$ cat src/rtl/dsp_mac_sequencer.sv
// Dot-product sequencer for a pipelined DSP slice (AREG/BREG/MREG/PREG=1).
// Optional abort input enabled by defining MAC_SEQ_ABORT_EN.
module dsp_mac_sequencer #(
  parameter int LEN_W = 8
) (
  input  logic             CLK,
  input  logic             RST_N,
  input  logic             start,
  input  logic [LEN_W-1:0] len,
`ifdef MAC_SEQ_ABORT_EN
  input  logic             abort,
`endif
  input  logic             op_valid,
  output logic             op_ready,
  input  logic [17:0]      op_a,
  input  logic [17:0]      op_b,
  output logic [17:0]      dsp_A,
  output logic [17:0]      dsp_B,
  output logic [7:0]       dsp_OPMODE,
  output logic             dsp_CEA,
  output logic             dsp_CEB,
  output logic             dsp_CEM,
  output logic             dsp_CEP,
  output logic             dsp_CEOPMODE,
  output logic             dsp_RSTP,
  input  logic [47:0]      dsp_P,
  output logic             res_valid,
  input  logic             res_ready,
  output logic [47:0]      res_data,
  output logic             busy
);

  typedef enum logic [2:0] {
    S_IDLE,
    S_CLEAR,
    S_STREAM,
    S_DRAIN,
    S_RESULT
  } state_t;

  localparam logic [LEN_W-1:0] ONE = LEN_W'(1);

  state_t           state_q;
  logic [LEN_W-1:0] cnt_q;
  logic [1:0]       vpipe_q;
  logic [1:0]       drain_q;
  logic [47:0]      res_q;

  logic abort_w;
  logic active;
  logic kill;
  logic accept;

`ifdef MAC_SEQ_ABORT_EN
  assign abort_w = abort;
`else
  assign abort_w = 1'b0;
`endif

  assign active = (state_q == S_CLEAR) ||
                  (state_q == S_STREAM) ||
                  (state_q == S_DRAIN);
  assign kill   = abort_w & active;

  assign op_ready = (state_q == S_STREAM) & ~kill;
  assign accept   = op_valid & op_ready;

  assign dsp_A = (state_q == S_STREAM) ? op_a : 18'd0;
  assign dsp_B = (state_q == S_STREAM) ? op_b : 18'd0;

  // X=M, Z=P, add; only held at zero while reset is asserted
  assign dsp_OPMODE   = RST_N ? 8'h09 : 8'h00;
  assign dsp_CEOPMODE = RST_N;

  assign dsp_CEA  = accept;
  assign dsp_CEB  = accept;
  assign dsp_CEM  = vpipe_q[0] & ~kill;
  assign dsp_CEP  = vpipe_q[1] & ~kill;
  assign dsp_RSTP = (state_q == S_CLEAR);

  assign res_valid = (state_q == S_RESULT);
  assign res_data  = res_q;
  assign busy      = (state_q != S_IDLE);

  always_ff @(posedge CLK or negedge RST_N) begin
    if (!RST_N) begin
      state_q <= S_IDLE;
      cnt_q   <= '0;
      vpipe_q <= '0;
      drain_q <= '0;
      res_q   <= '0;
    end else begin
      vpipe_q <= {vpipe_q[0], accept};
      unique case (state_q)
        S_IDLE: begin
          if (start) begin
            if (len != '0) begin
              state_q <= S_CLEAR;
              cnt_q   <= len;
            end else begin
              state_q <= S_RESULT;
              res_q   <= '0;
            end
          end
        end
        S_CLEAR: state_q <= S_STREAM;
        S_STREAM: begin
          if (accept) begin
            cnt_q <= cnt_q - ONE;
            if (cnt_q == ONE) begin
              state_q <= S_DRAIN;
              drain_q <= '0;
            end
          end
        end
        S_DRAIN: begin
          drain_q <= drain_q + 2'd1;
          // P carries the last product during the third drain cycle
          if (drain_q == 2'd2) begin
            res_q   <= dsp_P;
            state_q <= S_RESULT;
          end
        end
        S_RESULT: begin
          if (res_ready) state_q <= S_IDLE;
        end
        default: state_q <= S_IDLE;
      endcase
      if (kill) begin
        state_q <= S_IDLE;
        vpipe_q <= '0;
      end
    end
  end

endmodule

$ cat config.mk
export PLATFORM = sky130hd
export DESIGN_NAME = dsp_mac_sequencer
export DESIGN_NICKNAME = d
export VERILOG_FILES = /design/src/rtl/dsp_mac_sequencer.sv
export SDC_FILE = /design/constraint.sdc
export NUM_CORES = 1
export LEC_CHECK = 0
export ABC_AREA = 1
export CAP_MARGIN = 20
export CORE_MARGIN = 2
export CORE_UTILIZATION = 38
export CTS_CLUSTER_SIZE = 8
export DETAILED_ROUTE_END_ITERATION = 8
export MAX_ROUTING_LAYER = met4
export PLACE_DENSITY = 0.82
export REMOVE_ABC_BUFFERS = 1
export SETUP_SLACK_MARGIN = 0.3
export SLEW_MARGIN = 40
export SYNTH_ARGS = -nofsm -noshare
export SYNTH_HDL_FRONTEND = slang
export SYNTH_SLANG_ARGS = --single-unit
$ cat constraint.sdc
create_clock -name CLK -period 1.5 [get_ports CLK]
set_input_delay 0.3 -clock CLK [delete_from_list [all_inputs] [get_ports CLK]]
set_output_delay 0.3 -clock CLK [all_outputs]
set_load 0.02 [all_outputs]
# After elaboration in Yosys (flattened, before gate mapping)
# Cells that the tools add are included.
[totals]
out_inout_bits = 101
wordCells = 52
input_bits = 97
register_bits = 63
[op_classes]
eq_ne = 13
n_mux = 21
bitwise = 1
addsub = 2
n_reduce_logical = 10
[op_table]
columns = ["operator", "count"]
rows = [
  ["2-to-1 mux 48 bit", 3],
  ["one-hot mux 48 bit (2 select lines)", 1],
  ["2-to-1 mux 18 bit", 2],
  ["2-to-1 mux 8 bit", 3],
  ["2-to-1 mux 3 bit", 6],
  ["one-hot mux 8 bit (2 select lines)", 1],
  ["one-hot mux 3 bit (5 select lines)", 1],
  ["equality test 8 x 1 -> 1 bit, second input constant", 1],
  ["inequality test 2 x 1 -> 1 bit, second input constant", 4],
  ["AND reduction 4 bit", 2],
  ["nonzero test 8 bit", 1],
  ["subtractor 8 x 1 -> 8 bit, second input constant", 1],
  ["equality test 3 x 2 -> 1 bit, second input constant", 2],
  ["inequality test 2 bit, second input constant", 3],
  ["nonzero test 2 bit", 3],
  ["AND reduction 5 bit", 1],
  ["2-to-1 mux 2 bit", 2],
  ["2-to-1 mux 4 bit", 1],
  ["one-hot mux 2 bit (2 select lines)", 1],
  ["equality test 3 x 1 -> 1 bit, second input constant", 1],
  ["equality test 3 bit, second input constant", 1],
  ["zero test 3 bit", 1],
  ["AND reduction 3 bit", 1],
  ["nonzero test 3 bit", 1],
  ["other kinds (3)", 3],
]

# Logic depth before layout (Yosys ltp)
[logic_depth]
depth_word = 4
mapped_depth = 11
depth_no_buf = 9

# Worst setup path after synthesis
# Ideal clock, no wire load.
[synth_path]
kind = "register -> output"
start = "reg state_q[2]"
end = "out dsp_CEB"
arrival_ns = 1.460
path_buffers = 2
required_time_ns = 1.200
slack_ns = -0.260
stages_incl_launch_ff = 8
path_cell_list = "dfrtp_1 -> inv_1 -> nand2_1 -> inv_1 -> nand2_1 -> buf_2 -> nor2_1 -> buf_4"
[synth_between]
elab_chain_cells = 2
[synth_lines]
columns = ["element", "line_no", "source"]
rows = [
  ["start, declared", "43", "state_t state_q;"],
  ["start signal, assigned", "87", "state_q <= S_IDLE;"],
  ["start signal, assigned", "98", "state_q <= S_CLEAR;"],
  ["start signal, assigned", "101", "state_q <= S_RESULT;"],
  ["equality test 3 x 2 -> 1 bit", "65", "assign op_ready = (state_q == S_STREAM) & ~kill;"],
  ["bitwise AND 1 bit", "66", "assign accept = op_valid & op_ready;"],
  ["end, declared", "21", "output logic dsp_CEB,"],
]
# No other way between the ends.

# Worst setup path in the final report
[layout_path]
start = "reg state_q[2]"
end = "out dsp_B[8]"
[layout_between]
elab_chain_cells = 2
[layout_lines]
columns = ["element", "line_no", "source"]
rows = [
  ["equality test 3 x 2 -> 1 bit", "69", "assign dsp_B = (state_q == S_STREAM) ? op_b : 18'd0;"],
  ["2-to-1 mux 18 bit", "69", ""],
  ["end, declared", "18", "output logic [17:0] dsp_B,"],
]
# No other way between the ends.

==> impl_metrics.env <==
export IMPL_outcome="complete, but fails checks"
export IMPL_failing_checks="negative setup slack"
export IMPL_met3_wirelength_um=954
export IMPL_path_buf_inv=4
export IMPL_power_switching_w=0.00609
export IMPL_design_final_nets=798
export IMPL_yosys_top_cells_area="sky130_fd_sc_hd__dfrtp_1 48%, sky130_fd_sc_hd__nand2_1 19%, sky130_fd_sc_hd__nand3_1 8.9%"
export IMPL_highest_layer="met4"
export IMPL_final_critical_path_setup_slack_ns=-0.271
export IMPL_wirelength_met1_um=4730
export IMPL_cts_made_buffers=9
export IMPL_max_slew_violation_count=0
export IMPL_core_area_um2=8260
export IMPL_number_of_vias_per_cell=4.82
export IMPL_die_height_um=96.5
export IMPL_synth_xor_xnor_area_share_pct=0
export IMPL_layout_drive_gt1_share_pct=34.4
export IMPL_synth_top_area_cell="sky130_fd_sc_hd__dfrtp_1"
export IMPL_total_number_of_yosys_warnings=0
export IMPL_synth_cells=452
export IMPL_post_synth_num_cell_types=22
export IMPL_antenna_violating_nets_post_route=0
export IMPL_die_x_extent_um=96.5
export IMPL_layout_worst_path_cycle_share_pct=118
export IMPL_initial_utilization_pct=39.4
export IMPL_clock_power_share_pct=10.6
export IMPL_maxCapViolations=0
export IMPL_grt_antenna_before_repair=0
export IMPL_routed_wirelength_um=12900
export IMPL_post_layout_nonfiller_instances=808
export IMPL_grt_start_max_net_pins=64
export IMPL_grt_first_pass_wirelength_um=17200
export IMPL_seq_power_share_pct=21.8
export IMPL_preCtsSetupSlack_ns=-0.448
export IMPL_antenna_diode_count=0
export IMPL_first_global_vias=3558
export IMPL_gp_congestion=0.861
export IMPL_synth_adder_area_share_pct=1.15
export IMPL_average_instance_area_after_synthesis_um2=7.20
export IMPL_fillerInstances=521
export IMPL_vdd_drop_max_v=0.00120
export IMPL_synth_area_in_simple_gates_pct=35.9
export IMPL_crit_path_end_kind="output port"
export IMPL_crit_type="register to output port"
export IMPL_initialDrtViolationCount=157
export IMPL_clock_tree_buffer_depth=2
export IMPL_drc=0
export IMPL_place_port_buffers=191
export IMPL_number_of_search_and_repair_iterations_in_the_first_detailed_routing_pass=4
export IMPL_setup_repair_after_global_routing_missed_its_margin="true"
export IMPL_timing_reg2reg_setup_slack_ns=-0.19
export IMPL_gr_usage_all_layers_pct=24.9
export IMPL_critical_path_slowest_cell="sky130_fd_sc_hd__dfrtp_1"
export IMPL_power_per_cell_area_nw_per_um2=2160
export IMPL_synthesis_area_um2=3250
export IMPL_cts_hold_buffers_added=0
export IMPL_placed_cells_incl_taps=742
export IMPL_cts_root_buffer_cell="sky130_fd_sc_hd__clkbuf_8"
export IMPL_critical_path_arrival_ns=1.47
export IMPL_seq_area_frac_synth_pct=48.5
export IMPL_worstMarginPinSlew_ns=0.583
export IMPL_clk_transition_reported_paths_ns=0.07
export IMPL_dieArea_um2=9320
export IMPL_slew_headroom_pct=61.1
export IMPL_synth_seq_cells=63
export IMPL_synth_top_family_by_area="simple AND/OR/NAND/NOR gates"
export IMPL_power_switching_fraction_pct=43.4
export IMPL_htreeDepth=3
export IMPL_power_share_combinational_pct=67.6
export IMPL_grt_ovfl_total=0
export IMPL_worst_hold_path_type="input port to asynchronous set/reset pin"
export IMPL_synth_top_area_share_pct=48.5
export IMPL_areaGrowthSynthToFinish_pct=100
export IMPL_final_util_pct=78.8
export IMPL_dr_total_vias=3896
export IMPL_setup_violations=99
export IMPL_intPower_w=0.00795
export IMPL_synth_compound_area_share_pct=1.88
export IMPL_cts_tree="done"
export IMPL_achievable_clock_frequency_mhz=565
export IMPL_crit_path_largest_cell_delay_ns=0.37
export IMPL_final_period_minus_worst_setup_slack_ns=1.77
export IMPL_critical_path_top_delay_family="buffers and inverters"
export IMPL_worst_clock_skew_ns=0.00935
export IMPL_worst_endpoint_required_ns=1.20
export IMPL_hpwl_um=7320
export IMPL_insertion_delay_ns=0.33
export IMPL_critical_path_cell_by_cell="inv_2 > nand2_4 > clkinv_4 > nand2_8 > clkbuf_16 > nor2_2 > buf_4"
export IMPL_cp_start_kind="register"
export IMPL_io_pins=198
export IMPL_report_final_hold_viol_count=0
export IMPL_leakage_nw=3.45
export IMPL_critPathMaxFanout=5
export IMPL_synthMuxAreaShare_pct=0
export IMPL_wire_length_per_cell_after_detailed_routing_um=16.0
export IMPL_cts_num_sinks=63
export IMPL_route_met2_wl_um=6840
export IMPL_core_rowCount=33
-- kinds of logic after synthesis --
family          count (synthesis)
flops                          63
fa+ha+maj                       3
compound gates                 11
buf+inv                        89
simple gates                  285
other cells                     1
-- worst reg2reg max path, cell delays in order (launching register included) --
cell and delay (ns):
sky130_fd_sc_hd__dfrtp_1 0.41, sky130_fd_sc_hd__inv_4 0.09, sky130_fd_sc_hd__buf_4 0.18, sky130_fd_sc_hd__nor2_4 0.14, sky130_fd_sc_hd__nand2_2 0.09, sky130_fd_sc_hd__nand2_4 0.08, sky130_fd_sc_hd__inv_4 0.06, sky130_fd_sc_hd__buf_12 0.15
sky130_fd_sc_hd__bufbuf_16 0.27, sky130_fd_sc_hd__nand3_1 0.07, sky130_fd_sc_hd__nand2_1 0.05
-- flip-flops by register name, indices dropped and copies added, names as in the netlist --
register / flops
res_data: 48
cnt_q: 8
state_q: 3
drain_q: 2
vpipe_q: 2
-- metal layers --
metal  track usage [%]  up-vias
met3              4.65       35
li1                  -     1858
met2              42.8      175
met1              28.3     1828
met5                 -        -
met4              10.9        0
-- power groups by stage --
stage                     logic, W  clock network (W)  registers, W
after floorplan            0.00261                  0       0.00361
after global placement     0.00633                  0       0.00293
after detailed placement   0.00652                  0       0.00294
after CTS                  0.00770            0.00151       0.00292
after global routing        0.0102            0.00161       0.00315
final                      0.00950            0.00148       0.00307
-- through the flow --
stage | total power, W | hold WS [ns] | instance area, um2 | setup TNS [ns]
floorplan | 0.00623 | 0.00441 | 3090 | -70.43
global placement | 0.00926 | 0.360 | 5320 | -23.57
detailed placement | 0.00946 | 0.364 | 5320 | -24.80
CTS | 0.0121 | 0.195 | 5780 | -12.02
global route | 0.0149 | 0.110 | 6500 | -22.99
finish | 0.0140 | 0.0656 | 6500 | -15.49
-- layout make-up --
class	instances	area, um2	area share, %
multi-input cells	306	1600	24.6
clock buffers	11	141	2.17
flip-flops and latches	63	1580	24.3
inverters	59	231	3.56
repair buffers	259	2770	42.5
clock inverters	5	56.3	0.866
well taps	105	131	2.02
-- layout by cell type, fill, tap and decap left out, types with 10 or more instances in the layout --
master	count
sky130_fd_sc_hd__nor2_4	12
sky130_fd_sc_hd__dfrtp_1	62
sky130_fd_sc_hd__buf_4	68
sky130_fd_sc_hd__clkbuf_8	10
sky130_fd_sc_hd__nand2_1	149
sky130_fd_sc_hd__inv_1	52
sky130_fd_sc_hd__nor2_1	22
sky130_fd_sc_hd__nand3_1	58
sky130_fd_sc_hd__clkdlybuf4s50_1	95
sky130_fd_sc_hd__buf_6	66
sky130_fd_sc_hd__nor2_2	21
-- synthesized netlist by cell type --
cell type / number
sky130_fd_sc_hd__nand2_2: 2
sky130_fd_sc_hd__o21a_1: 1
sky130_fd_sc_hd__nand3_1: 58
sky130_fd_sc_hd__o21ai_0: 8
sky130_fd_sc_hd__buf_4: 10
sky130_fd_sc_hd__nor2_2: 1
sky130_fd_sc_hd__dfrtp_1: 63
sky130_fd_sc_hd__buf_2: 15
sky130_fd_sc_hd__nand2_1: 165
sky130_fd_sc_hd__buf_6: 2
sky130_fd_sc_hd__inv_2: 2
sky130_fd_sc_hd__o21ai_1: 1
sky130_fd_sc_hd__a21oi_2: 1
sky130_fd_sc_hd__conb_1: 1
sky130_fd_sc_hd__clkbuf_1: 2
sky130_fd_sc_hd__nor2_1: 53
sky130_fd_sc_hd__nor3_1: 1
sky130_fd_sc_hd__nor2_4: 1
sky130_fd_sc_hd__nand4_1: 4
sky130_fd_sc_hd__inv_1: 57
sky130_fd_sc_hd__buf_1: 1
sky130_fd_sc_hd__ha_1: 3
-- path summary, 6_finish.rpt --
| path | from | depth (start not counted) | end |
|---|---|---|---|
| setup / recovery | state_q[2] | 7 | dsp_B[8] |
| hold / removal | RST_N | 2 | res_data[5] |
| setup reg to reg | state_q[0] | 10 | res_data[4] |
| hold reg to reg | vpipe_q[0] | 0 | vpipe_q[1] |
| max in group asynchronous | RST_N | 2 | vpipe_q[0] |
| min in group CLK | vpipe_q[0] | 0 | vpipe_q[1] |
-- what timing repair did --
item	in CTS	in global routing
pin swaps	20	12
resized for setup	498	131
gates cloned	8	7
buffers inserted	15	20
endpoints found under the setup margin	156	148
Note: power is estimated with default switching activity, not from simulation.
